File: src/rtl/stepper_phase_decoder_pkg.sv
// Shared definitions for the stepper phase decoder: coil patterns, index
// decoding and the per-cycle event classification.
package stepper_pkg;

  localparam int IDX_W = 3;

  // Phase patterns ordered {A+, B+, A-, B-}; index increases clockwise.
  localparam logic [3:0] PH_IDLE = 4'b0000;
  localparam logic [3:0] PH_I0   = 4'b1000;
  localparam logic [3:0] PH_I1   = 4'b1100;
  localparam logic [3:0] PH_I2   = 4'b0100;
  localparam logic [3:0] PH_I3   = 4'b0110;
  localparam logic [3:0] PH_I4   = 4'b0010;
  localparam logic [3:0] PH_I5   = 4'b0011;
  localparam logic [3:0] PH_I6   = 4'b0001;
  localparam logic [3:0] PH_I7   = 4'b1001;

  localparam logic DIR_CW  = 1'b1;
  localparam logic DIR_CCW = 1'b0;

  typedef struct packed {
    logic             vld;
    logic [IDX_W-1:0] idx;
  } ph_dec_t;

  typedef enum logic [2:0] {
    EV_NONE,
    EV_LOAD,
    EV_CW,
    EV_CCW,
    EV_BADPAT,
    EV_JUMP
  } step_ev_e;

  function automatic ph_dec_t ph2idx(input logic [3:0] ph);
    ph_dec_t res;
    res.vld = 1'b1;
    res.idx = '0;
    case (ph)
      PH_I0:   res.idx = 3'd0;
      PH_I1:   res.idx = 3'd1;
      PH_I2:   res.idx = 3'd2;
      PH_I3:   res.idx = 3'd3;
      PH_I4:   res.idx = 3'd4;
      PH_I5:   res.idx = 3'd5;
      PH_I6:   res.idx = 3'd6;
      PH_I7:   res.idx = 3'd7;
      default: res.vld = 1'b0;
    endcase
    return res;
  endfunction

endpackage

File: src/rtl/stepper_phase_decoder_phase_sync.sv
// Two-flop synchronizer bank for asynchronous coil sense lines.
module phase_sync #(
  parameter int W = 4
) (
  input  logic         clk,
  input  logic         xres,
  input  logic [W-1:0] d_i,
  output logic [W-1:0] q_o
);

  logic [W-1:0] meta_q;
  logic [W-1:0] sync_q;

  always_ff @(posedge clk or negedge xres) begin
    if (!xres) begin
      meta_q <= '0;
      sync_q <= '0;
    end else begin
      meta_q <= d_i;
      sync_q <= meta_q;
    end
  end

  assign q_o = sync_q;

endmodule

File: src/rtl/stepper_phase_decoder.sv
// Decodes the four coil drive lines into half-step position, direction,
// step period and stall/error status.
module stepper_phase_decoder
  import stepper_pkg::*;
#(
  parameter int          POS_W     = 16,
  parameter int          PER_W     = 24,
  parameter int unsigned STALL_CNT = 24'd5000000
) (
  input  logic                    clk,
  input  logic                    xres,
  input  logic                    ph_ap,
  input  logic                    ph_bp,
  input  logic                    ph_an,
  input  logic                    ph_bn,
  input  logic                    clr,
  output logic signed [POS_W-1:0] pos,
  output logic                    dir,
  output logic                    step_pulse,
  output logic        [PER_W-1:0] period,
  output logic                    period_vld,
  output logic                    stalled,
  output logic                    err
);

  localparam logic [PER_W-1:0] STALL_LIM = PER_W'(STALL_CNT);

  logic [3:0] ph_raw;
  logic [3:0] ph_s;

  assign ph_raw = {ph_ap, ph_bp, ph_an, ph_bn};

  phase_sync #(.W(4)) u_sync (
    .clk  (clk),
    .xres (xres),
    .d_i  (ph_raw),
    .q_o  (ph_s)
  );

  logic                    ref_vld_q, ref_vld_d;
  logic [IDX_W-1:0]        ref_idx_q, ref_idx_d;
  logic signed [POS_W-1:0] pos_q, pos_d;
  logic                    dir_q, dir_d;
  logic                    step_q, step_d;
  logic                    err_q, err_d;
  logic [PER_W-1:0]        cnt_q, cnt_d;
  logic [PER_W-1:0]        period_q, period_d;
  logic                    period_vld_q, period_vld_d;
  logic                    have_prev_q, have_prev_d;
  logic                    stalled_q, stalled_d;

  ph_dec_t          dec;
  step_ev_e         ev;
  logic [IDX_W-1:0] delta;
  logic [IDX_W-1:0] step_mag;
  logic [POS_W-1:0] step_ext;
  logic [PER_W-1:0] cnt_inc;

  assign dec   = ph2idx(ph_s);
  assign delta = dec.idx - ref_idx_q;

  always_comb begin
    ev = EV_NONE;
    if (ph_s == PH_IDLE) begin
      ev = EV_NONE;
    end else if (!dec.vld) begin
      ev = EV_BADPAT;
    end else if (!ref_vld_q) begin
      ev = EV_LOAD;
    end else if (dec.idx != ref_idx_q) begin
      case (delta)
        3'd1, 3'd2: ev = EV_CW;
        3'd6, 3'd7: ev = EV_CCW;
        default:    ev = EV_JUMP;
      endcase
    end
  end

  // A ccw move of (8 - d) half-steps equals -d in 3-bit arithmetic.
  assign step_mag = (ev == EV_CCW) ? (-delta) : delta;
  assign step_ext = POS_W'(step_mag);

  always_comb begin
    ref_vld_d = ref_vld_q;
    ref_idx_d = ref_idx_q;
    pos_d     = pos_q;
    dir_d     = dir_q;
    step_d    = 1'b0;
    err_d     = err_q;
    case (ev)
      EV_LOAD: begin
        ref_vld_d = 1'b1;
        ref_idx_d = dec.idx;
      end
      EV_CW: begin
        ref_idx_d = dec.idx;
        pos_d     = pos_q + step_ext;
        dir_d     = DIR_CW;
        step_d    = 1'b1;
      end
      EV_CCW: begin
        ref_idx_d = dec.idx;
        pos_d     = pos_q - step_ext;
        dir_d     = DIR_CCW;
        step_d    = 1'b1;
      end
      EV_JUMP: begin
        ref_idx_d = dec.idx;
      end
      default: begin
      end
    endcase
    if (clr) begin
      pos_d = '0;
      err_d = 1'b0;
    end
    // A fault in the same cycle as clr must not be lost.
    if (ev == EV_BADPAT || ev == EV_JUMP) begin
      err_d = 1'b1;
    end
  end

  assign cnt_inc = (&cnt_q) ? cnt_q : (cnt_q + PER_W'(1));

  always_comb begin
    cnt_d        = cnt_inc;
    period_d     = period_q;
    period_vld_d = 1'b0;
    have_prev_d  = have_prev_q;
    stalled_d    = stalled_q;
    if (step_d) begin
      if (have_prev_q) begin
        period_d     = cnt_inc;
        period_vld_d = 1'b1;
      end
      cnt_d       = '0;
      have_prev_d = 1'b1;
      stalled_d   = 1'b0;
    end else if (cnt_q >= STALL_LIM) begin
      stalled_d   = 1'b1;
      have_prev_d = 1'b0;
    end
  end

  always_ff @(posedge clk or negedge xres) begin
    if (!xres) begin
      ref_vld_q    <= 1'b0;
      ref_idx_q    <= '0;
      pos_q        <= '0;
      dir_q        <= DIR_CW;
      step_q       <= 1'b0;
      err_q        <= 1'b0;
      cnt_q        <= '0;
      period_q     <= '0;
      period_vld_q <= 1'b0;
      have_prev_q  <= 1'b0;
      stalled_q    <= 1'b1;
    end else begin
      ref_vld_q    <= ref_vld_d;
      ref_idx_q    <= ref_idx_d;
      pos_q        <= pos_d;
      dir_q        <= dir_d;
      step_q       <= step_d;
      err_q        <= err_d;
      cnt_q        <= cnt_d;
      period_q     <= period_d;
      period_vld_q <= period_vld_d;
      have_prev_q  <= have_prev_d;
      stalled_q    <= stalled_d;
    end
  end

  assign pos        = pos_q;
  assign dir        = dir_q;
  assign step_pulse = step_q;
  assign period     = period_q;
  assign period_vld = period_vld_q;
  assign stalled    = stalled_q;
  assign err        = err_q;

endmodule

File: config.mk
export PLATFORM = sky130hd
export DESIGN_NAME = stepper_phase_decoder
export DESIGN_NICKNAME = d
export VERILOG_FILES = /design/src/rtl/stepper_phase_decoder_pkg.sv /design/src/rtl/stepper_phase_decoder_phase_sync.sv /design/src/rtl/stepper_phase_decoder.sv
export SDC_FILE = /design/constraint.sdc
export NUM_CORES = 1
export LEC_CHECK = 0
export BUFFER_PORTS_ARGS = -buffer_cell sky130_fd_sc_hd__buf_2
export CORE_MARGIN = 2
export CORE_UTILIZATION = 58
export DETAILED_ROUTE_END_ITERATION = 6
export HOLD_SLACK_MARGIN = 0.1
export PLACE_DENSITY = 0.84
export SLEW_MARGIN = 5
export SYNTH_ARGS = -nofsm -noshare
export SYNTH_HDL_FRONTEND = slang
export SYNTH_HIERARCHICAL = 1
export SYNTH_SLANG_ARGS = --single-unit
File: constraint.sdc
create_clock -name clk -period 5.8 [get_ports clk]
set_input_delay 0.58 -clock clk [delete_from_list [all_inputs] [get_ports clk]]
set_output_delay 0.58 -clock clk [all_outputs]
set_load 0.005 [all_outputs]
Yosys cells after proc, flatten, opt, wreduce, memory -nomap -nowiden --
Cells that the tools add are included.
Operators by class: add/subtract/negate cells 5, $mul 0, div/mod/pow operators 0, magnitude comparators 1, equality and inequality tests 18, shift operators 0, multiplexer cells 22, bitwise operators 0, reduce and logical (&&, ||, !) cells 13
Operator list (count):
- two-way mux 24 bit | 2
- one-hot mux 16 bit (2 select lines) | 1
- adder 24 x 1 -> 24 bit (second input constant) | 1
- >= comparator 24 x 23 -> 1 bit (second input constant) | 1
- AND reduction 24 bit | 1
- one-hot mux 3 bit (7 select lines) | 1
- adder 16 x 3 -> 16 bit | 1
- two-way mux 16 bit | 1
- subtractor 16 x 3 -> 16 bit | 1
- two-way mux 3 bit | 5
- == test 3 bit (second input constant) | 4
- == test 4 bit (second input constant) | 3
- two-way mux 1 bit | 10
- == test 3 x 2 -> 1 bit (second input constant) | 3
- == test 4 x 2 -> 1 bit (second input constant) | 2
- == test 4 x 3 -> 1 bit (second input constant) | 2
- OR reduction 8 bit | 1
- == test 3 x 1 -> 1 bit (second input constant) | 2
- one-hot mux 3 bit (2 select lines) | 1
- nonzero test 2 bit | 3
- OR reduction 2 bit | 3
- == test 4 x 1 -> 1 bit (second input constant) | 1
- logical NOT 4 bit | 1
- OR reduction 4 bit | 1
- 7 further kinds | 7
Storage, ports and cells: register bits 82, bits in latches 0, RAM bits 0, ROM bits 0, input bits 7, output and inout bits 45, memories kept 0

Depth between registers and ports, before layout --
word-level depth 15, gate-level depth with buffers 25, gate-level depth less buffers 22

Modules after synthesis --
Netlist, hierarchy kept.
Modules (own cells, without submodules):
- stepper_phase_decoder | times used 1, cells an instance 438, area an instance 4090.2 um^2
- phase_sync | times used 1, cells an instance 8, area an instance 200.2 um^2

Worst setup path after synthesis --
OpenSTA, ideal clock, no wires.
path type flip-flop to flip-flop, from register u_sync.sync_q[2] (netlist: u_sync/q_o[2]), to register pos_q[15] (netlist: pos[15]), setup time 125 ps, arrival time 5094 ps, data required time 5675 ps, path slack 581 ps, cell stages (with the launch flop) 23, buffers on the path 3, clock period less this slack 5219 ps, cells stage by stage dfrtp_1 -> clkbuf_1 -> xor2_1 -> nand2_1 -> ha_1 -> inv_1 -> fa_1 -> xnor3_1 -> mux2_4 -> or3_1 -> buf_6 -> clkbuf_1 -> o21ai_0 -> ha_1 -> o21ai_0 -> ha_1 -> nand3_1 -> o21ai_0 -> a31oi_1 -> o21ai_0 -> a221oi_1 -> mux2i_1 -> mux2_2
On the way: cells in the longest elaborated chain, start to end 15, elaborated cells on any way between the ends 34
RTL lines:
- from (decl) | line stepper_phase_decoder_phase_sync.sv:12 | logic [W-1:0] sync_q;
- from (signal assigned) | line stepper_phase_decoder_phase_sync.sv:20 | sync_q <= meta_q;
- == test 4 bit (tied with other cells) | line stepper_phase_decoder_pkg.sv:39 | case (ph)
- one-hot mux 3 bit (7 select lines) | line stepper_phase_decoder_pkg.sv:39
- subtractor 3 bit | line stepper_phase_decoder.sv:60 | assign delta = dec.idx - ref_idx_q;
- == test 3 bit (tied with other cells) | line stepper_phase_decoder.sv:71 | case (delta)
- OR reduction 2 bit | line stepper_phase_decoder.sv:71
- one-hot mux 3 bit (2 select lines) | line stepper_phase_decoder.sv:71
- two-way mux 3 bit | line stepper_phase_decoder.sv:70 | end else if (dec.idx != ref_idx_q) begin
- two-way mux 3 bit | line stepper_phase_decoder.sv:68 | end else if (!ref_vld_q) begin
- two-way mux 3 bit | line stepper_phase_decoder.sv:66 | end else if (!dec.vld) begin
- two-way mux 3 bit | line stepper_phase_decoder.sv:64 | if (ph_s == PH_IDLE) begin
- == test 3 x 2 -> 1 bit | line stepper_phase_decoder.sv:80, stepper_phase_decoder.sv:90
- two-way mux 3 bit | line stepper_phase_decoder.sv:80 | assign step_mag = (ev == EV_CCW) ? (-delta) : delta;
- subtractor 16 x 3 -> 16 bit / adder 16 x 3 -> 16 bit (equally long branches) | line stepper_phase_decoder.sv:103, stepper_phase_decoder.sv:97
- one-hot mux 16 bit (2 select lines) | line stepper_phase_decoder.sv:90 | case (ev)
- two-way mux 16 bit | line stepper_phase_decoder.sv:113 | if (clr) begin
- to (signal assigned) | line stepper_phase_decoder.sv:161 | pos_q <= pos_d;
- to (decl) | line stepper_phase_decoder.sv:42 | logic signed [POS_W-1:0] pos_q, pos_d;
Several ways; a longest one is shown, not always the timed one. A chain may end at the register's enable or synchronous reset.

Worst setup path in the final report --
Ends and elaborated chain as after synthesis.

==> reports/metrics.yaml <==
yosys-top-cells-area: "dfrtp_1 47%, ha_1 7.9%, nand2_1 5.9%"
grt-ovfl-total: 0
numClockSinks: 82
dpl.hpwl_mm: 6.12
ios: 52
rsz0062_at_grt: "no"
fin_ws_ps: 505
drtIter0Drc: 211
tightestPinTransition_ps: 1010
core_um2: 7210
route.detailed.drc: 0
synth_common_cells: "80 x dfrtp_1, 67 x nand2_1, 47 x nor2_1"
crit_buf_inv: 1
p_leak_nw: 2.43
fin_util_pct: 66.5
dr.pass1.iters: 7
async_reset_ff_share_pct: 100
routed_wl_mm: 8.74
tritoncts: "done"
syn_nets: 482
initial_core_util_pct: 59.5
yosys_warnings: 6
die_w_um: 90.0
syn_area_um2: 4290
gp_congestion: 0.913
fin_cells: 599
power.total_mw: 2.10
cp_top_family: "compound AO/OA/AOI/OAI gates"
die_y_um: 90.0
wire_per_inst_um: 14.6
holdBufCountCts: 0
ant_nets: 0
grt_pass1_wl_mm: 15.3
synth-seq-cells: 82
dr.max_layer_used: "met4"
path_cells: "xor2_1, nand2_1, ha_1, inv_1, fa_1, xnor3_1, mux2_4, or3_1, o21ai_0, ha_1, o21ai_0, ha_1, nand3_1, o21ai_0, a31oi_1, o21ai_0, a221oi_1, mux2i_1, mux2_2"
route.met2.wl_mm: 4.48
ir_worst_vdd_uv: 205
synth_area_per_cell_um2: 9.62
slowest_stage: "dfrtp_1"
synth_top_area_cell: "dfrtp_1"
wl_met1_mm: 3.79
fill_cells: 591
clk_latency_ps: 360
cts.path.max_buffers: 2
cts_setup_buffers: 0
synth_top_area_share_pct: 46.7
clk_pin_slew_ps: 90
vias: 3348
port-buffer-count: 51
yosys_most_used_dff: "dfrtp_1"
drive_gt1_share_pct: 16.4
wl_met3_um: 335
tns_ps: 0
num_antenna_cells: 0
cap_violations: 0
antenna_found_initial: 0
endpoint_kind: "register"
ys_types: 55
cp-start-kind: "register"
slew_viol_final: 0
timing.critical_path.mode_cell: "o21ai_0"
fin_skew_ps: 10.0
cts_resized: 0
max_freq_ghz: 0.189
fin_crit_ps: 5300
synth_top_family_by_area: "simple AND/OR/NAND/NOR gates"
synth_edf_count: 0
numCtsBuffers: 9
worstHoldPathType: "primary input to register"
path_class: "register to register"
synthAdderAreaFrac_pct: 8.81
avgViaCountPerCell: 5.59
dieArea_um2: 8100
outcome: "completed"
place_inst: 583
synth.most_common_cell: "dfrtp_1"
yosys.area_share.simple_pct: 18.0
grt_pass1_vias: 3398
hold_viol: 0
preCtsSetupSlack_ps: 560
min_period_over_period_pct: 91.3
nNetsFinal: 531
synth_cells: 446
grt_use_total_pct: 23.0
slew_headroom_pct: 32.8
critical_path.max_fanout: 8
grt_max_degree: 83
cts-root-buf: "clkbuf_8"
synth_xor_area_share_pct: 7.67
synth_compound_area_share_pct: 12.8
area_growth_pct: 11.9
rows: 31
max_stage_delay_ps: 500
synth.area.mux_share_pct: 1.31
crit_arrival_ps: 5550
synth-seq-area-share_pct: 47.9
htreeDepth: 3
cp.required_ps: 6050
power_density_nw_per_um2: 438
setup_viol: 0
[area by class of cell]
type                            count  area (um^2)  share of cell area (%)
Multi-Input combinational cell    329         2080                    43.4
Clock buffer                       10          138                    2.87
Clock inverter                      6         48.8                    1.02
Timing Repair Buffer               54          280                    5.84
Inverter                           19         71.3                    1.49
Sequential cell                    82         2050                    42.8
Tap cell                           99          124                    2.58
[per-layer routing]
layer,vias up,GRT usage (%)
met5,-,0
met4,0,7.44
met3,15,3.77
met2,74,40.2
met1,1639,29.3
li1,1620,-
[layout by cell type (no fill, tap or decap), types with 2 or more instances in the layout]
master,Yosys,routed
dfrtp_1,80,80
nand2_1,67,67
buf_2,7,50
nor2_1,47,47
o21ai_0,34,34
ha_1,27,27
a21oi_1,26,26
xor2_1,20,20
inv_1,18,18
xnor2_1,15,15
nand3_1,12,12
clkbuf_8,0,10
a21o_1,8,8
nand4_1,7,7
and3_1,5,5
or2_2,4,4
and4_1,4,4
a31oi_1,4,4
o21ai_1,4,4
buf_4,1,4
mux2i_1,3,3
or3_1,3,3
nor4_1,3,3
nor2b_1,3,3
nand2b_4,2,2
nor3_1,2,2
o21a_1,2,2
a211oi_1,2,2
fa_1,2,2
clkinvlp_4,0,2
dfstp_2,2,2
[logic make-up after synthesis]
logic type | Yosys count
AO/OA/AOI/OAI | 93
buffers and inverters | 35
XOR/XNOR | 36
adder cells (fa/ha/maj) | 29
flip-flops | 82
multiplexers | 5
AND/OR/NAND/NOR | 166
[path summary, 6_finish.rpt]
path	start	end	slack, ps	cells after the start
worst max-delay path	u_sync/q_o[2]	pos[15]	500	19
worst min-delay path	ph_ap	u_sync/meta_q[3]	320	1
worst max register to register	u_sync/q_o[2]	pos[15]	500	19
worst min register to register	u_sync/meta_q[3]	u_sync/q_o[3]	350	0
max in group asynchronous	xres	u_sync/q_o[1]	4770	1
min in group asynchronous	xres	pos[4]	370	1
[registers in the layout, summed over array words and instances, names as in the netlist]
name	count
cnt_q	24
dir	1
err	1
have_prev_q	1
period	24
period_vld	1
pos	16
ref_idx_q	3
ref_vld_q	1
stalled	1
step_pulse	1
u_sync/meta_q	4
u_sync/q_o	4
[stage by stage]
step | instance area [um^2] | hold slack, ps
2_1_floorplan | 4290 | 284
3_3_place_gp | 4610 | 334
3_5_place_dp | 4610 | 335
4_1_cts | 4800 | 316
5_1_grt | 4800 | 307
6_report | 4800 | 324
[power by group]
| group | switching (mW) | internal, mW | total, mW |
|---|---|---|---|
| sequential | 0.0771 | 0.662 | 0.739 |
| combinational | 0.578 | 0.385 | 0.963 |
| clock | 0.227 | 0.172 | 0.398 |
No activity file was read; power rests on OpenSTA's default activity.
